==> config.mk <==
export PLATFORM = sky130hd
export DESIGN_NAME = reset_sequencer
export DESIGN_NICKNAME = d
export VERILOG_FILES = /design/src/rtl/reset_sequencer_pkg.sv /design/src/rtl/reset_sequencer_timer.sv /design/src/rtl/reset_sequencer.sv
export SDC_FILE = /design/constraint.sdc
export NUM_CORES = 1
export LEC_CHECK = 0
export CAP_MARGIN = 20
export CORE_MARGIN = 4
export CORE_UTILIZATION = 50
export DETAILED_ROUTE_END_ITERATION = 12
export PLACE_DENSITY_LB_ADDON = 0.1
export SLEW_MARGIN = 20
export SYNTH_ARGS = -nofsm -noshare
export SYNTH_HDL_FRONTEND = slang
export SYNTH_SLANG_ARGS = --single-unit
==> constraint.sdc <==
create_clock -name clk -period 2 [get_ports clk]
set_input_delay 0.4 -clock clk [delete_from_list [all_inputs] [get_ports clk]]
set_output_delay 0.4 -clock clk [all_outputs]
set_load 0.1 [all_outputs]
==> src/rtl/reset_sequencer_pkg.sv <==
`default_nettype none
// +----------------------------------------------------------------------+
// | Module  : reset_sequencer_pkg                                        |
// | Purpose : Shared definitions for the staged reset sequencer: FSM     |
// |           state encoding and a constant-evaluable ceil(log2).        |
// | Ports   : none (package)                                             |
// | Rev     : 1.0  initial release                                       |
// +----------------------------------------------------------------------+
package reset_sequencer_pkg;

  typedef enum logic [2:0] {
    ST_HOLD     = 3'd0,
    ST_WAIT_ACK = 3'd1,
    ST_GAP      = 3'd2,
    ST_RUN      = 3'd3,
    ST_TEARDOWN = 3'd4,
    ST_FAULT    = 3'd5
  } state_t;

  // ceil(log2(value)), never less than 1 so vectors stay legal.
  function automatic int clog2(input int value);
    int result;
    result = 1;
    for (int i = 1; i < 31; i++) begin
      if ((1 << i) < value) result = i + 1;
    end
    return result;
  endfunction

endpackage
`default_nettype wire

==> src/rtl/reset_sequencer_timer.sv <==
`default_nettype none
// +----------------------------------------------------------------------+
// | Module  : reset_seq_timer                                            |
// | Purpose : Shared cycle counter used for lock debounce, inter-stage   |
// |           gap and ack timeout.                                       |
// | Ports   : clk, sync_rst_n  - clock, synchronous active-low reset     |
// |           clr              - force count to zero (wins over en)      |
// |           en               - increment count                         |
// |           terminal         - compare value                           |
// |           at_terminal      - count equals terminal                   |
// | Rev     : 1.0  initial release                                       |
// +----------------------------------------------------------------------+
module reset_seq_timer #(
  parameter int CNT_W = 10
) (
  input  logic             clk,
  input  logic             sync_rst_n,
  input  logic             clr,
  input  logic             en,
  input  logic [CNT_W-1:0] terminal,
  output logic             at_terminal
);

  logic [CNT_W-1:0] cnt;

  always_ff @(posedge clk) begin
    if (!sync_rst_n) begin
      cnt <= '0;
    end else if (clr) begin
      cnt <= '0;
    end else if (en) begin
      cnt <= cnt + CNT_W'(1);
    end
  end

  assign at_terminal = (cnt == terminal);

endmodule
`default_nettype wire

==> src/rtl/reset_sequencer.sv <==
`default_nettype none
// +----------------------------------------------------------------------+
// | Module  : reset_sequencer                                            |
// | Purpose : Staged reset controller. Waits for a debounced PLL lock,   |
// |           releases stage resets one at a time in index order gated   |
// |           by each stage's init ack, tears them down in reverse order |
// |           on lock loss or software request, and latches a sticky     |
// |           fault on an ack timeout.                                   |
// | Ports   : clk, sync_rst_n  - clock, synchronous active-low reset     |
// |           pll_locked       - PLL lock (synchronous to clk)           |
// |           sw_reset_req     - 1-cycle restart / fault-clear pulse     |
// |           stage_ack        - per-stage init-done level               |
// |           stage_rst_n      - per-stage active-low reset (thermometer)|
// |           seq_done         - all stages released and acked           |
// |           fault            - sticky ack-timeout flag                 |
// |           fault_stage      - index of the stage that timed out       |
// | Rev     : 1.0  initial release                                       |
// +----------------------------------------------------------------------+
module reset_sequencer
  import reset_sequencer_pkg::*;
#(
  parameter int NUM_STAGES  = 4,
  parameter int STAGE_DELAY = 16,
  parameter int ACK_TIMEOUT = 1024,
  localparam int CNT_W = clog2((STAGE_DELAY > ACK_TIMEOUT) ? STAGE_DELAY : ACK_TIMEOUT),
  localparam int IDX_W = clog2(NUM_STAGES)
) (
  input  logic                  clk,
  input  logic                  sync_rst_n,
  input  logic                  pll_locked,
  input  logic                  sw_reset_req,
  input  logic [NUM_STAGES-1:0] stage_ack,
  output logic [NUM_STAGES-1:0] stage_rst_n,
  output logic                  seq_done,
  output logic                  fault,
  output logic [IDX_W-1:0]      fault_stage
);

  localparam logic [CNT_W-1:0]      GAP_LAST    = CNT_W'(STAGE_DELAY - 1);
  localparam logic [CNT_W-1:0]      ACK_LAST    = CNT_W'(ACK_TIMEOUT - 1);
  localparam logic [IDX_W-1:0]      LAST_IDX    = IDX_W'(NUM_STAGES - 1);
  localparam logic [NUM_STAGES-1:0] FIRST_STAGE = NUM_STAGES'(1);

  state_t                  state, state_nx;
  logic [IDX_W-1:0]        idx, idx_nx;
  logic [NUM_STAGES-1:0]   stage_rst_nx;
  logic                    seq_done_nx;
  logic                    fault_nx;
  logic [IDX_W-1:0]        fault_stage_nx;
  logic                    tmr_clr, tmr_en, tmr_hit;
  logic [CNT_W-1:0]        tmr_term;
  logic                    abort;

  reset_seq_timer #(
    .CNT_W (CNT_W)
  ) u_timer (
    .clk         (clk),
    .sync_rst_n  (sync_rst_n),
    .clr         (tmr_clr),
    .en          (tmr_en),
    .terminal    (tmr_term),
    .at_terminal (tmr_hit)
  );

  assign abort = !pll_locked || sw_reset_req;

  always_ff @(posedge clk) begin
    if (!sync_rst_n) begin
      state       <= ST_HOLD;
      idx         <= '0;
      stage_rst_n <= '0;
      seq_done    <= 1'b0;
      fault       <= 1'b0;
      fault_stage <= '0;
    end else begin
      state       <= state_nx;
      idx         <= idx_nx;
      stage_rst_n <= stage_rst_nx;
      seq_done    <= seq_done_nx;
      fault       <= fault_nx;
      fault_stage <= fault_stage_nx;
    end
  end

  always_comb begin
    state_nx       = state;
    idx_nx         = idx;
    stage_rst_nx   = stage_rst_n;
    seq_done_nx    = seq_done;
    fault_nx       = fault;
    fault_stage_nx = fault_stage;
    tmr_clr        = 1'b0;
    tmr_en         = 1'b0;
    tmr_term       = GAP_LAST;

    unique case (state)
      ST_HOLD: begin
        // Any lock drop or software request restarts the debounce window.
        if (abort) begin
          tmr_clr = 1'b1;
        end else if (tmr_hit) begin
          state_nx     = ST_WAIT_ACK;
          stage_rst_nx = FIRST_STAGE;
          tmr_clr      = 1'b1;
        end else begin
          tmr_en = 1'b1;
        end
      end

      ST_WAIT_ACK: begin
        tmr_term = ACK_LAST;
        if (abort) begin
          state_nx    = ST_TEARDOWN;
          seq_done_nx = 1'b0;
        end else if (stage_ack[idx]) begin
          tmr_clr = 1'b1;
          if (idx == LAST_IDX) begin
            state_nx    = ST_RUN;
            seq_done_nx = 1'b1;
          end else begin
            state_nx = ST_GAP;
          end
        end else if (tmr_hit) begin
          state_nx       = ST_FAULT;
          fault_nx       = 1'b1;
          fault_stage_nx = idx;
          stage_rst_nx   = '0;
          seq_done_nx    = 1'b0;
        end else begin
          tmr_en = 1'b1;
        end
      end

      ST_GAP: begin
        if (abort) begin
          state_nx    = ST_TEARDOWN;
          seq_done_nx = 1'b0;
        end else if (tmr_hit) begin
          // Shifting a 1 in from the bottom keeps the thermometer shape.
          state_nx     = ST_WAIT_ACK;
          idx_nx       = idx + IDX_W'(1);
          stage_rst_nx = {stage_rst_n[NUM_STAGES-2:0], 1'b1};
          tmr_clr      = 1'b1;
        end else begin
          tmr_en = 1'b1;
        end
      end

      ST_RUN: begin
        if (abort) begin
          state_nx    = ST_TEARDOWN;
          seq_done_nx = 1'b0;
        end
      end

      ST_TEARDOWN: begin
        // Dropping the top bit of a thermometer code is a right shift.
        tmr_clr      = 1'b1;
        stage_rst_nx = {1'b0, stage_rst_n[NUM_STAGES-1:1]};
        if (stage_rst_n[NUM_STAGES-1:1] == '0) begin
          state_nx = ST_HOLD;
          idx_nx   = '0;
        end
      end

      ST_FAULT: begin
        tmr_clr = 1'b1;
        if (sw_reset_req) begin
          state_nx = ST_HOLD;
          fault_nx = 1'b0;
          idx_nx   = '0;
        end
      end

      default: begin
        state_nx     = ST_HOLD;
        idx_nx       = '0;
        stage_rst_nx = '0;
        seq_done_nx  = 1'b0;
        tmr_clr      = 1'b1;
      end
    endcase
  end

endmodule
`default_nettype wire

==> flow_summary.json, run 1 <==
{
  "syn_nets": 192,
  "highest_layer": "met4",
  "diodes": 0,
  "via_per_inst": 6.20,
  "fp-row-count": 19,
  "crit_family": "buffers and inverters",
  "slew_headroom": 0.677,
  "mostFrequentLayoutCell": "buf_4",
  "fin_skew_ns": 0.00509,
  "crit_path_end_kind": "register",
  "tightest_slew_ns": 0.479,
  "worst_path_largest_cell_delay_ns": 0.49,
  "drc": 0,
  "critical_path_class": "in2reg",
  "layout_common_cells": "buf_4, dfxtp_1, nand2_1",
  "crit_slowest_cell": "clkdlybuf4s50_1",
  "ys.flop_type": "dfxtp_1",
  "clockBufferDepth": 2,
  "grt_pass1_wl_um": 6300,
  "synth_cells": 182,
  "cts_tree": "built",
  "wl_per_cell_um": 15.8,
  "yosysWarnings": 0,
  "ir_worst_vdd_v": 0.000349,
  "antenna_left": 0,
  "drt_iter0_drc": 68,
  "postSynthAreaPerCell_um2": 8.30,
  "critPathBufInv": 3,
  "drive_gt1_frac": 0.251,
  "cts.sinks": 23,
  "numPortBuffers": 15,
  "wl_met2_um": 1830,
  "cp_data_required_time_ns": 2.23,
  "hpwlAfterDp_um": 2980,
  "synth.distinct_cells": 47,
  "hold_buffers": 0,
  "die_h_um": 63.0,
  "grt_overflow": 0,
  "drt-total-wl_um": 3880,
  "p_per_area_nw_per_um2": 396,
  "crit_top_cell": "buf_4",
  "grt_pass1_vias": 1387,
  "die_w_um": 63.0,
  "synth_area_um2": 1510,
  "met3_length_um": 189,
  "vias": 1525,
  "dr.pass1.iters": 4,
  "synth_edf_count": 0,
  "synthArstFlopShare": 0,
  "min_period_ns": 1.96,
  "arrival_ns": 2.18,
  "ys_seq_area_frac": 0.305,
  "insertion_delay_ns": 0.31,
  "startpoint_type": "primary input",
  "total_power_mw": 0.750,
  "leakage_nw": 0.792,
  "clk_pin_slew_ns": 0.12,
  "drv_slew": 0,
  "timing.final.crit_share": 0.978,
  "synth_seq_cells": 23,
  "cts_root_buf": "clkbuf_4",
  "antenna_found_initial": 0,
  "ioPinCount": 16,
  "timing.fmax_ghz": 0.511,
  "dieArea_um2": 3960,
  "place.gp.congestion": 0.882,
  "final_net_count": 226,
  "htreeDepth": 1,
  "crit_fanout": 6,
  "start_util": 0.534,
  "status": "complete, no violations",
  "finalSetupViolCount": 0,
  "grt_max_degree": 16,
  "numCtsBuffers": 3,
  "hold_violations": 0,
  "coreArea_um2": 2830,
  "grtUsageTotal": 0.194,
  "wl_met1_um": 1730,
  "place_worst_setup_slack_ns": -0.391,
  "hold_path.class": "reg2reg",
  "nFillCells": 232,
  "path_cells": "clkdlybuf4s50_1, buf_4, nand3b_1, o22ai_4, buf_4, a21oi_1, a2bb2oi_2, mux2i_1",
  "maxCapViolCount": 0,
  "setup_ws_ns": 0.0448,
  "area_growth_pct": 25.4,
  "holdWs_ns": 0.466
}
## worst min-delay path: cells and delay by family, from the launching register on
kind            cells  cell delay [ns]
flops               1             0.34
buf+inv             1             0.05
compound gates      1             0.05
## sequential cells by signal, summed over array words and instances, names as in the netlist
register,flops
fault_stage,2
seq_done,1
idx,2
fault,1
u_timer.cnt,10
stage_rst_n,4
state,3
## per-layer routing
layer  vias up  GRT usage
li1        748          -
met1       705      0.245
met2        54      0.315
met3        18     0.0450
met4         0     0.0799
met5         -          0
## cells in the mapped netlist (2+ instances only)
master	instances	share of area
o21ai_0	8	0.027
nand4_1	8	0.033
nand2b_1	2	0.0083
a22o_1	2	0.012
mux2_2	2	0.015
a21oi_1	15	0.050
dfxtp_1	23	0.30
nand2_1	18	0.045
nand3b_1	5	0.025
and3_1	5	0.021
nand4_2	2	0.017
nand3_1	14	0.046
nor2b_1	3	0.012
mux2i_1	11	0.073
a21o_1	6	0.030
nor2_1	10	0.025
clkbuf_1	6	0.015
or3b_2	2	0.012
a211oi_1	2	0.0099
ha_1	2	0.017
nor3_1	3	0.0099
and2_1	3	0.012
inv_1	6	0.015
## path summary, 6_finish.rpt
path / start / end / slack (ns) / cells after the start
worst max register to register: state[0] / stage_rst_n[2] / 0.08 / 5
worst max-delay path: sw_reset_req / stage_rst_n[2] / 0.04 / 8
worst min-delay path: fault / fault / 0.47 / 2
worst min register to register: fault / fault / 0.47 / 2
## cell type report
cell class / count / area, µm² / area share
multi-input cells: 145 / 1040 / 0.548
flip-flops and latches: 23 / 462 / 0.244
repair buffers: 37 / 308 / 0.162
well taps: 31 / 38.8 / 0.0205
clock buffers: 4 / 26.3 / 0.0139
inverters: 6 / 22.5 / 0.0119
## timing repair
action / in CTS / in global routing
cloned: 0 / 0
endpoints found under the setup margin: 5 / 18
setup buffers: 0 / 1
resized for setup: 3 / 12
pin swaps: 3 / 3
## per-stage QoR
stage,cell area [µm²],instances,utilization,setup TNS (ns)
after floorplan,1510,182,-,0
after global placement,1810,241,0.638,-4.57
after detailed placement,1810,241,0.638,-5.53
after CTS,1850,245,0.652,0
after global routing,1890,246,0.670,-0.0109
final,1890,246,0.670,0
## power breakdown
| part | switching [mW] | internal (mW) | leakage, nW |
|---|---|---|---|
| logic | 0.0374 | 0.0410 | 0.591 |
| registers | 0.000427 | 0.458 | 0.186 |
| clock network | 0.135 | 0.0779 | 0.0150 |
| total | 0.173 | 0.577 | 0.792 |
## logic make-up after synthesis
logic type               share of synthesized area
buffers and inverters                       0.0356
adder cells (fa/ha/maj)                     0.0166
AND/OR/NAND/NOR                              0.333
AO/OA/AOI/OAI                                0.207
flip-flops                                   0.305
multiplexers                                 0.103
(Power assumes the default switching activity.)
==> inputs of run 2 (changes only) <==
--- a/config.mk
+++ b/config.mk
@@ -6,7 +6,7 @@
 export NUM_CORES = 1
 export LEC_CHECK = 0
 export CAP_MARGIN = 20
-export CORE_MARGIN = 4
+export CORE_MARGIN = 2
 export CORE_UTILIZATION = 50
 export DETAILED_ROUTE_END_ITERATION = 12
 export PLACE_DENSITY_LB_ADDON = 0.1
==> run 2 against run 1 <==
Against the previous run: first-iteration DRC count shrank 5.9%; hold slack better by 0.0039 ns; fmax is 1.3% higher; wire length is 4.9% lower; clock power rose by 4%; largest power group unchanged.
==> flow_summary.json, run 2 (synthesized netlist as in run 1, its figures left out) <==
{
  "power_frac_seq": 0.597,
  "grt_pass1_vias": 1349,
  "arrival_ns": 2.18,
  "numCtsBuffers": 3,
  "hold_buffers": 0,
  "status": "complete, no violations",
  "cts_tree": "built",
  "hpwlAfterDp_um": 2840,
  "min_to": "fault",
  "critical_path_class": "in2reg",
  "path_cells": "clkdlybuf4s50_1, or3b_4, o22ai_4, buf_6, nand4_1, a21oi_2, mux2i_1",
  "largest-register": "u_timer.cnt",
  "area_growth_pct": 27.6,
  "timing.final.crit_share": 0.965,
  "rsz0062_at_grt": "yes",
  "crit_slowest_cell": "clkdlybuf4s50_1",
  "grt_overflow": 0,
  "drt_iter0_drc": 64,
  "drv_slew": 0,
  "hold_start": "fault",
  "crit_fanout": 5,
  "ioPinCount": 16,
  "fp-row-count": 19,
  "dieArea_um2": 3480,
  "die_w_um": 59.0,
  "drt-total-wl_um": 3690,
  "holdWs_ns": 0.470,
  "worst_path_largest_cell_delay_ns": 0.42,
  "grtUsageTotal": 0.233,
  "final_cell_area_um2": 1930,
  "mostFrequentLayoutCell": "buf_4",
  "ir_worst_vdd_v": 0.000239,
  "hold_path.class": "reg2reg",
  "tns_ns": 0,
  "cp_data_required_time_ns": 2.25,
  "crit_family": "simple AND/OR/NAND/NOR gates",
  "timing.fmax_ghz": 0.518,
  "tightest_slew_ns": 0.683,
  "r2r_end": "u_timer.cnt[5]",
  "fin_skew_ns": 0.00577,
  "clockBufferDepth": 2,
  "wl_per_cell_um": 15.1,
  "r2r_cells": 6,
  "startpoint_type": "primary input",
  "slew_headroom": 0.539,
  "min_period_ns": 1.93,
  "instances_no_fill": 244,
  "coreArea_um2": 2810,
  "vias": 1491,
  "largest_reg_flops": 10,
  "maxCapViolCount": 0,
  "cts_root_buf": "clkbuf_4",
  "via_per_inst": 6.11,
  "critPathBufInv": 2,
  "antenna_found_initial": 0,
  "clkPwrFrac": 0.290,
  "die_h_um": 59.0,
  "clk_pin_slew_ns": 0.13,
  "finalSetupViolCount": 0,
  "final_net_count": 224,
  "p_sw_mw": 0.184,
  "grt_pass1_wl_um": 6300,
  "cell_internal_pwr_mw": 0.582,
  "setup_ws_ns": 0.0699,
  "antenna_left": 0,
  "place.gp.congestion": 0.860,
  "crit_path_end_kind": "register",
  "numPortBuffers": 15,
  "p_comb_frac": 0.112,
  "layout_common_cells": "buf_4, dfxtp_1, nand2_1",
  "top_regs": "u_timer.cnt (10), stage_rst_n (4), state (3)",
  "place_worst_setup_slack_ns": -0.374,
  "min_path_cells": 2,
  "cts.sinks": 23,
  "drive_gt1_frac": 0.263,
  "htreeDepth": 1,
  "hold_violations": 0,
  "place_area_um2": 1800,
  "swShare": 0.240,
  "timing.rr.start": "idx[0]",
  "grt_max_degree": 16,
  "dr.pass1.iters": 4,
  "insertion_delay_ns": 0.32,
  "drc": 0,
  "leakage_nw": 0.795,
  "place_inst": 239,
  "diodes": 0,
  "start_util": 0.538,
  "p_per_area_nw_per_um2": 398,
  "ff2ff_setup_slack_ns": 0.10
}
==> run 2: worst reg2reg max path, stage by stage, from the launching register on <==
cell	delay (ns)
dfxtp_4	0.39
mux4_2	0.51
nor2b_4	0.16
a2111oi_4	0.36
buf_6	0.18
nand3b_1	0.09
mux2i_1	0.15
==> run 2: stage by stage <==
| step | util | power (mW) |
|---|---|---|
| after floorplan | - | 0.505 |
| after global placement | 0.643 | 0.546 |
| after detailed placement | 0.643 | 0.548 |
| after CTS | 0.656 | 0.767 |
| after global routing | 0.687 | 0.795 |
| final | 0.687 | 0.766 |
==> run 2: what timing repair did <==
item / in CTS / in global routing
endpoints found under the setup margin: 3 / 18
resized for setup: 3 / 20
gates cloned: 0 / 0
setup buffers: 0 / 1
pin swaps: 4 / 8
==> run 2: worst max path at each step <==
stage	cells past startpoint	end	slack, ns	start
after floorplan	5	u_timer.cnt[0]	0.1	idx[0]
after global routing	9	stage_rst_n[2]	-0.006	sw_reset_req
after CTS	7	u_timer.cnt[9]	0.004	pll_locked
after detailed placement	7	u_timer.cnt[9]	-0.37	pll_locked
final	7	u_timer.cnt[5]	0.07	sw_reset_req
after global placement	7	u_timer.cnt[5]	-0.27	pll_locked
==> run 2: power by group through the flow <==
stage	combinational, mW	clock (mW)	sequential, mW
floorplan	0.0361	0	0.469
detailed placement	0.0792	0	0.469
global route	0.0924	0.244	0.458
global placement	0.0765	0	0.469
CTS	0.0801	0.228	0.459
finish	0.0860	0.222	0.457
==> run 2: final cells by class <==
cell class	instances	area, µm²
clock buffer	4	26.3
fill	227	878
inverter	6	22.5
multi-input combinational	145	1060
sequential	23	465
tap	31	38.8
timing repair buffer	35	313
==> run 2: metal layers <==
layer  vias up  GRT usage  part of all wire
met4         0     0.0682             0.012
met1       705      0.334              0.47
li1        744          -                 -
met5         -          0                 0
met2        36      0.370              0.48
met3         6     0.0242             0.044
